--- config.mk ---
export PLATFORM = sky130hd
export DESIGN_NAME = mod_writeback
export DESIGN_NICKNAME = d
export VERILOG_FILES = /design/src/rtl/mod_writeback.sv
export SDC_FILE = /design/constraint.sdc
export NUM_CORES = 1
export LEC_CHECK = 0
export ABC_CLOCK_PERIOD_IN_PS = 1500
export BUFFER_PORTS_ARGS = -buffer_cell sky130_fd_sc_hd__buf_2
export CORE_MARGIN = 4
export CORE_UTILIZATION = 30
export CTS_BUF_LIST = sky130_fd_sc_hd__clkbuf_8 sky130_fd_sc_hd__clkbuf_16
export DETAILED_ROUTE_END_ITERATION = 7
export HOLD_SLACK_MARGIN = 0.15
export PLACE_DENSITY = 0.66
export SLEW_MARGIN = 20
export SYNTH_ARGS = -nofsm -noshare
export SYNTH_HDL_FRONTEND = slang
export SYNTH_SLANG_ARGS = --single-unit
export TNS_END_PERCENT = 50
--- constraint.sdc ---
create_clock -name clk -period 1.5 [get_ports clk]
set_input_delay 0 -clock clk [delete_from_list [all_inputs] [get_ports clk]]
set_output_delay 0 -clock clk [all_outputs]
set_load 0.02 [all_outputs]
--- src/rtl/mod_writeback.sv ---
// ---------------------------------------------------------------------------
// mod_writeback -- retirement / writeback stage
//
// Accepts one retiring instruction per cycle from execute (ex_valid/wb_ready
// handshake) and performs its register-file write one cycle later through a
// single registered write port. Opcode 247 (IMUL with a 128-bit result)
// needs two writes (RAX then RDX), so the stage spends one extra cycle in HI
// with wb_ready low. The final instruction (sim_end_in) parks the stage in
// HALT after its last write; only reset leaves HALT.
//
// Ports
//   clk, reset          clock, synchronous active-high reset
//   ex_valid / wb_ready handshake; transfer when both are high
//   opcode, dep,        instruction info used for destination select
//   regByte, rmByte
//   no_dest             instruction writes no register
//   alu_result,         low / high (RDX) result
//   alu_ext_result
//   rip_in              next-PC of the instruction
//   flags_we, rflags_in flag update request and value
//   sim_end_in          instruction is the last one
//   rf_we/rf_waddr/     register-file write port (registered)
//   rf_wdata
//   rflags_seq          committed RFLAGS
//   rip_commit          rip of last retired instruction
//   sim_done            high once the final instruction has retired
//   retired_count       (only with WB_RETIRE_COUNT_EN) retired instructions
//
// Configuration macro: WB_RETIRE_COUNT_EN adds the retired_count output.
// ---------------------------------------------------------------------------
module mod_writeback #(
    parameter int NREGS = 16
) (
    input  logic        clk,
    input  logic        reset,
    input  logic        ex_valid,
    output logic        wb_ready,
    input  logic [7:0]  opcode,
    input  logic [1:0]  dep,
    input  logic [3:0]  regByte,
    input  logic [3:0]  rmByte,
    input  logic        no_dest,
    input  logic [63:0] alu_result,
    input  logic [63:0] alu_ext_result,
    input  logic [63:0] rip_in,
    input  logic        flags_we,
    input  logic [63:0] rflags_in,
    input  logic        sim_end_in,
    output logic        rf_we,
    output logic [3:0]  rf_waddr,
    output logic [63:0] rf_wdata,
    output logic [63:0] rflags_seq,
    output logic [63:0] rip_commit,
    output logic        sim_done
`ifdef WB_RETIRE_COUNT_EN
    ,
    output logic [63:0] retired_count
`endif
);

    localparam logic [7:0] OP_MUL    = 8'd247;
    localparam logic [7:0] OP_RAXDST = 8'd13;
    localparam logic [3:0] REG_RAX   = 4'd0;
    localparam logic [3:0] REG_RDX   = 4'd2;

    // RFLAGS reserved bits: bit 1 always reads 1, bits 3 and 5 always read 0.
    localparam logic [63:0] FLAGS_SET_MASK = 64'h0000_0000_0000_0002;
    localparam logic [63:0] FLAGS_CLR_MASK = 64'h0000_0000_0000_0028;

    typedef enum logic [1:0] {
        IDLE = 2'd0,
        HI   = 2'd1,
        HALT = 2'd2
    } state_t;

    state_t state_reg, state_next;

    // Operands held for the second (RDX) write of opcode 247.
    logic [63:0] ext_reg;
    logic        hi_we_reg;
    logic        hi_end_reg;

    logic        transfer;
    logic        is_mul;
    logic        no_write_op;
    logic        dest_in_range;
    logic        wr_en;
    logic [3:0]  dest;
    logic [63:0] flags_fixed;

    assign wb_ready = (state_reg == IDLE);
    assign transfer = ex_valid && wb_ready;
    assign is_mul   = (opcode == OP_MUL);

    // Compares, conditional jumps and stores retire without a register write.
    assign no_write_op = (opcode == 8'd116) || (opcode == 8'd125) || (opcode == 8'd141);

    always_comb begin
        dest = (dep == 2'd2) ? regByte : rmByte;
        if (opcode == OP_RAXDST || is_mul) begin
            dest = REG_RAX;
        end
    end

    // Indices beyond the architectural register count are never written.
    assign dest_in_range = (int'({28'd0, dest}) < NREGS);
    assign wr_en         = !no_dest && !no_write_op && dest_in_range;
    assign flags_fixed   = (rflags_in | FLAGS_SET_MASK) & ~FLAGS_CLR_MASK;

    always_comb begin
        state_next = state_reg;
        unique case (state_reg)
            IDLE: begin
                if (ex_valid) begin
                    if (is_mul) begin
                        state_next = HI;
                    end else if (sim_end_in) begin
                        state_next = HALT;
                    end
                end
            end
            HI:      state_next = hi_end_reg ? HALT : IDLE;
            HALT:    state_next = HALT;
            default: state_next = IDLE;
        endcase
    end

    always_ff @(posedge clk) begin
        if (reset) begin
            state_reg  <= IDLE;
            rf_we      <= 1'b0;
            rf_waddr   <= 4'd0;
            rf_wdata   <= 64'd0;
            rflags_seq <= 64'h2;
            rip_commit <= 64'd0;
            sim_done   <= 1'b0;
            ext_reg    <= 64'd0;
            hi_we_reg  <= 1'b0;
            hi_end_reg <= 1'b0;
        end else begin
            state_reg <= state_next;
            rf_we     <= 1'b0;
            if (transfer) begin
                rf_we      <= wr_en;
                rf_waddr   <= dest;
                rf_wdata   <= alu_result;
                rip_commit <= rip_in;
                if (flags_we) begin
                    rflags_seq <= flags_fixed;
                end
                ext_reg    <= alu_ext_result;
                hi_we_reg  <= !no_dest;
                hi_end_reg <= sim_end_in;
                // A two-write instruction signals completion from HI instead.
                if (sim_end_in && !is_mul) begin
                    sim_done <= 1'b1;
                end
            end else if (state_reg == HI) begin
                rf_we    <= hi_we_reg;
                rf_waddr <= REG_RDX;
                rf_wdata <= ext_reg;
                if (hi_end_reg) begin
                    sim_done <= 1'b1;
                end
            end
        end
    end

`ifdef WB_RETIRE_COUNT_EN
    // Counts at each instruction's final writeback cycle, so 247 counts once.
    always_ff @(posedge clk) begin
        if (reset) begin
            retired_count <= 64'd0;
        end else if ((transfer && !is_mul) || (state_reg == HI)) begin
            retired_count <= retired_count + 64'd1;
        end
    end
`endif

endmodule

**Word level (Yosys, flattened, before mapping)**

Cells that the tools add are included.

- Output and inout bits: 199
- Register bits: 263
- Input bits: 280
- Word-level logic and storage cells: 53

- Equality and inequality tests: 11
- Mux-type cells: 17
- Reductions and logical operators: 15

Operators by type and width:

| operator | count |
|---|---|
| $mux 64 | 2 |
| $eq 8x7->1 const B | 2 |
| $eq 8x8->1 const B | 2 |
| $mux 4 | 4 |
| $eq 8x4->1 const B | 1 |
| $mux 2 | 4 |
| $mux 1 | 6 |
| $pmux 2 s3 | 1 |
| $eq 2x2->1 const B | 2 |
| $reduce_and 2->1 | 2 |
| $reduce_bool 2->1 | 2 |
| $logic_and 1x1->1 | 3 |
| $logic_not 1->1 | 3 |
| $logic_or 1x1->1 | 3 |
| $ne 3x1->1 const B | 1 |
| $reduce_and 3->1 | 1 |
| $eq 2x1->1 const B | 1 |
| $logic_not 2->1 | 1 |
| $ne 2x1->1 const B | 1 |
| $ne 2x2->1 const B | 1 |

**Logic depth before layout (Yosys ltp)**

- Word-level depth: 6
- Mapped depth: 7
- Depth with buffers taken out: 4

**Least setup slack after synthesis**

No wires, ideal clock.

- Path type: reg-to-reg
- From: register state_reg[1]
- To: register rf_waddr[1]
- Library setup time: 0.132 ns
- Period minus slack after synthesis: 1.557 ns
- Data arrival time: 1.425 ns
- Stages on the path, launching flop included: 7
- Slack: -0.057 ns
- Cells stage by stage: dfxtp_1 > nor2_1 > nand2_1 > buf_4 > buf_4 > a31oi_1 > nor3_1

- Longest elaborated chain between the ends: 3
- Elaborated cells on any way between the ends: 5

Ends and longest elaborated chain:

| item | line | text |
|---|---|---|
| start, declared | 76 | `state_t state_reg, state_next;` |
| start signal, assigned | 141 | `state_reg <= state_next;` |
| $logic_not 2->1 (*) | 91 | `assign wb_ready = (state_reg == IDLE);` |
| named net wb_ready | 37 | `output logic wb_ready,` |
| $logic_and 1x1->1 (*) | 92 | `assign transfer = ex_valid && wb_ready;` |
| $mux 4 or $reduce_bool 2->1 (tied branches) | n/a |  |
| end signal, assigned | 145 | `rf_waddr <= dest;` |
| end, declared | 50 | `output logic [3:0] rf_waddr,` |

The timed path passes the listed nets; every way through them passes the cells marked *.
A chain may end at the register's enable or synchronous reset.

**Worst setup path after layout**

- From: register state_reg[0]
- To: register rf_wdata[54]

- Longest elaborated chain between the ends: 3
- Elaborated cells on any way between the ends: 5

Ends and longest elaborated chain:

| item | line | text |
|---|---|---|
| $logic_not 2->1 | 91 |  |
| $logic_and 1x1->1 | 92 |  |
| $mux 64 or $reduce_bool 2->1 (tied branches) | n/a |  |
| end signal, assigned | 146 | `rf_wdata <= alu_result;` |
| end signal, assigned | 161 | `rf_wdata <= ext_reg;` |
| end, declared | 51 | `output logic [63:0] rf_wdata,` |

Parallel ways exist; a longest one is shown, timed or not.

==> metrics <==
Root Driver=clkbuf_16; final critical-path share of the clock period=102%; CP Launch Point=state_reg[0]; Seq pwr share=a little over two fifths; combinational share of power=19.5%; R2R depth=6; die height=186 um; vias post-DR=between 10k and 15k; Ys Warns=0; share of layout cells above drive strength 1=between 30% and 40%; failing checks=setup timing; final setup margin=-0.0304 ns; HPWL Detailed=roughly 24000 um; grt total ovfl=0; RD Place Congestion=roughly 0.9; fmax=between 0.6 and 0.7 GHz; FFs w/ async S/R, synth=0%; Post-Synthesis Cells=about 1.2k; CTS Sinks=around 260; drt first pass iters=5; Via density=4.93; initial antenna violation count=1; number of synthesized flops with an enable pin=0; worst hold path startpoint=opcode[3]; TritonCTS clock tree=built; total wire length=between 40000 and 50000 um; clock group share of total power=between 30% and 40%; Rel. slew slack=between 60% and 70%; Die W=186 um; status=finished with violations; Fin. Hold Viols=0; Synth Register Bits=263; DP Cell Count=approximately 2k; first-pass GRT wire length=approximately 60000 um; CTS clock-pin slew for the worst setup and hold paths=0.06 ns; Rows=64; PD cells=1070 nW/um2; CP Launch Type=register; Max rail drop VDD=0.769 mV; synth cell count leaders=448 x nand2_1, 263 x dfxtp_1, 195 x a21oi_1, 70 x nor2_1, 64 x a311oi_1; critical path required time=1.93 ns; Netlist cell types=31; Post-Syn Area=roughly 9500 um2; Die ar.=34500 um2; pre-CTS setup slack=-0.0197 ns; Final Cell Area=between 15000 and 20000 um2; Layout Skew=around 0.0094 ns; Ports=between 400 and 500; Critical Path Sink Type=register; post-route DRC violation count=0; Post-Layout Cell Count=2350; slew of the pin with the lowest slew margin=slightly below 0.5 ns; RSZ-0062 raised after global routing=yes; Slowest cell on crit path=dfxtp_2; critical path, cell by cell=nor3b_4 -> buf_6 -> buf_12 -> buf_12 -> nand2_1 -> a311oi_2; Int Pwr=0.0133 W; setup TNS=-0.0304 ns; vias in the first global route=roughly 12k; input/output buffers=about 470; start of the worst register-to-register path=state_reg[0]; Yosys top cell by area=dfxtp_1; CP Max Fanout=8; Area contributors post-synth=dfxtp_1 56%, nand2_1 18%, a21oi_1 10%; Psw=a little under 0.005 W; Mapped Avg Cell Area=approximately 8.1 um2; leakage=about 7.6 nW; Area growth syn-to-layout=78.8%; clock buffer depth=3; Max Cap Violations=0; Seq/Total Area, Yosys=a little under three fifths; fin. max-slew vios=0; largest net degree at the start of global routing=64; Worst Hold Class=in -> reg; setup violators final=1; FF-to-FF End=rf_wdata[54]; cts bufs inserted=28; Final min period=around 1.5 ns; final core occ=a little over half; Clock Latency Late Sink=0.53 ns; Sw Share=a little over a quarter; Min-Delay Endpoint=rf_waddr[1]; Initial Utilization=30.7%; top cell type's share of synthesized area=between 50% and 60%; ys flop type=dfxtp_1; critical path data arrival time=1.96 ns; most frequent cell after synthesis=nand2_1; Worst path max stage delay=0.35 ns; Post-Place Cell Area=between 10000 and 15000 um2; core area=30800 um2; kind of critical path=reg -> reg; Final ANT Viol Nets=0; initial DRC count=648; WHS Path Cells=5; flop2flop setup slack=-0.03 ns; total track usage=20.6%; most used cell, CP=buf_12; nets@finish=about 2.2k; WL/cell=between 15 and 20 um; H-Tree Depth=1
[timing repair]
action | CTS | global route
buffers inserted | 0 | 10
setup endpoints to repair | 3 | 168
gates cloned | 0 | 17
endpoints found under the hold margin | 263 | 0
pin swaps | 0 | 21
gates resized for setup | 3 | 63
hold buffers | 277 | 0
[power by group through the flow]
stage	clock network [W]	logic [W]	registers (W)
6_report	0.00700	0.00355	0.00764
5_1_grt	0.00740	0.00379	0.00768
4_1_cts	0.00711	0.00313	0.00762
3_5_place_dp	0	0.00255	0.00777
3_3_place_gp	0	0.00252	0.00776
2_1_floorplan	0	0.000989	0.00816
[worst max-delay path, delay by kind of cell, from the launching register on]
kind	cells	cell delay, ns
AO/OA/AOI/OAI	1	0.31
flip-flops	1	0.35
buffers and inverters	3	0.44
AND/OR/NAND/NOR	2	0.30
[final cells by class]
cell class              instances  area, um2
repair buffers                824       6260
multi-input cells             816       3970
well taps                     396        495
diodes                          3       7.51
clock buffers                  38        850
inverters                       1       3.75
clock inverters                 9       88.8
flip-flops and latches        263       5270
fillers                      2533      13900
[routing by layer]
layer	wire length [um]	GRT usage [%]	up-vias
met2	20700	36.4	637
met3	3280	4.77	178
met4	2550	11.1	0
met1	14900	23.0	5337
met5	0	0	-
li1	-	-	5434
[logic make-up after synthesis]
kind of cell / Yosys count / synth area share [%]
muxes: 4 / 0.476
other: 2 / 0.0793
xor gates and xnor gates: 1 / 0.0925
buffers and inverters: 96 / 4.85
DFF: 263 / 55.6
and+or+nand+nor: 539 / 22.0
AOI/OAI and AO/OA: 268 / 17.0
[cell usage in the layout (no fill, tap or decap), types with 3 or more instances in the layout]
cell type	synthesis	routed
a21oi_1	195	184
a21oi_2	0	11
a311oi_1	64	48
a311oi_2	0	16
buf_12	0	23
buf_2	40	471
buf_4	13	28
buf_6	0	10
clkbuf_16	0	41
clkbuf_8	0	10
conb_1	2	3
dfxtp_1	263	261
diode_2	0	3
dlygate4sd3_1	0	277
inv_1	1	6
mux2_2	4	4
nand2_1	448	445
nand3_1	5	4
nor2_1	70	68
nor3_1	3	3
o211ai_1	3	3
[worst max-delay path by stage]
stage / endpoint / slack (ns)
final: rf_wdata[54] / -0.03
after global routing: ext_reg[32] / -0.08
after CTS: rf_wdata[3] / -0.02
after detailed placement: rf_wdata[51] / -0.02
after global placement: rip_commit[16] / 0.04
after floorplan: rf_waddr[1] / 0.08
[through the flow]
step | total power [W] | hold WS, ns
final | 0.0182 | 0.193
after global routing | 0.0189 | 0.233
after global placement | 0.0103 | 0.215
after floorplan | 0.00915 | 0.0956
after detailed placement | 0.0103 | 0.235
after CTS | 0.0179 | 0.206
(Power assumes the default switching activity.)
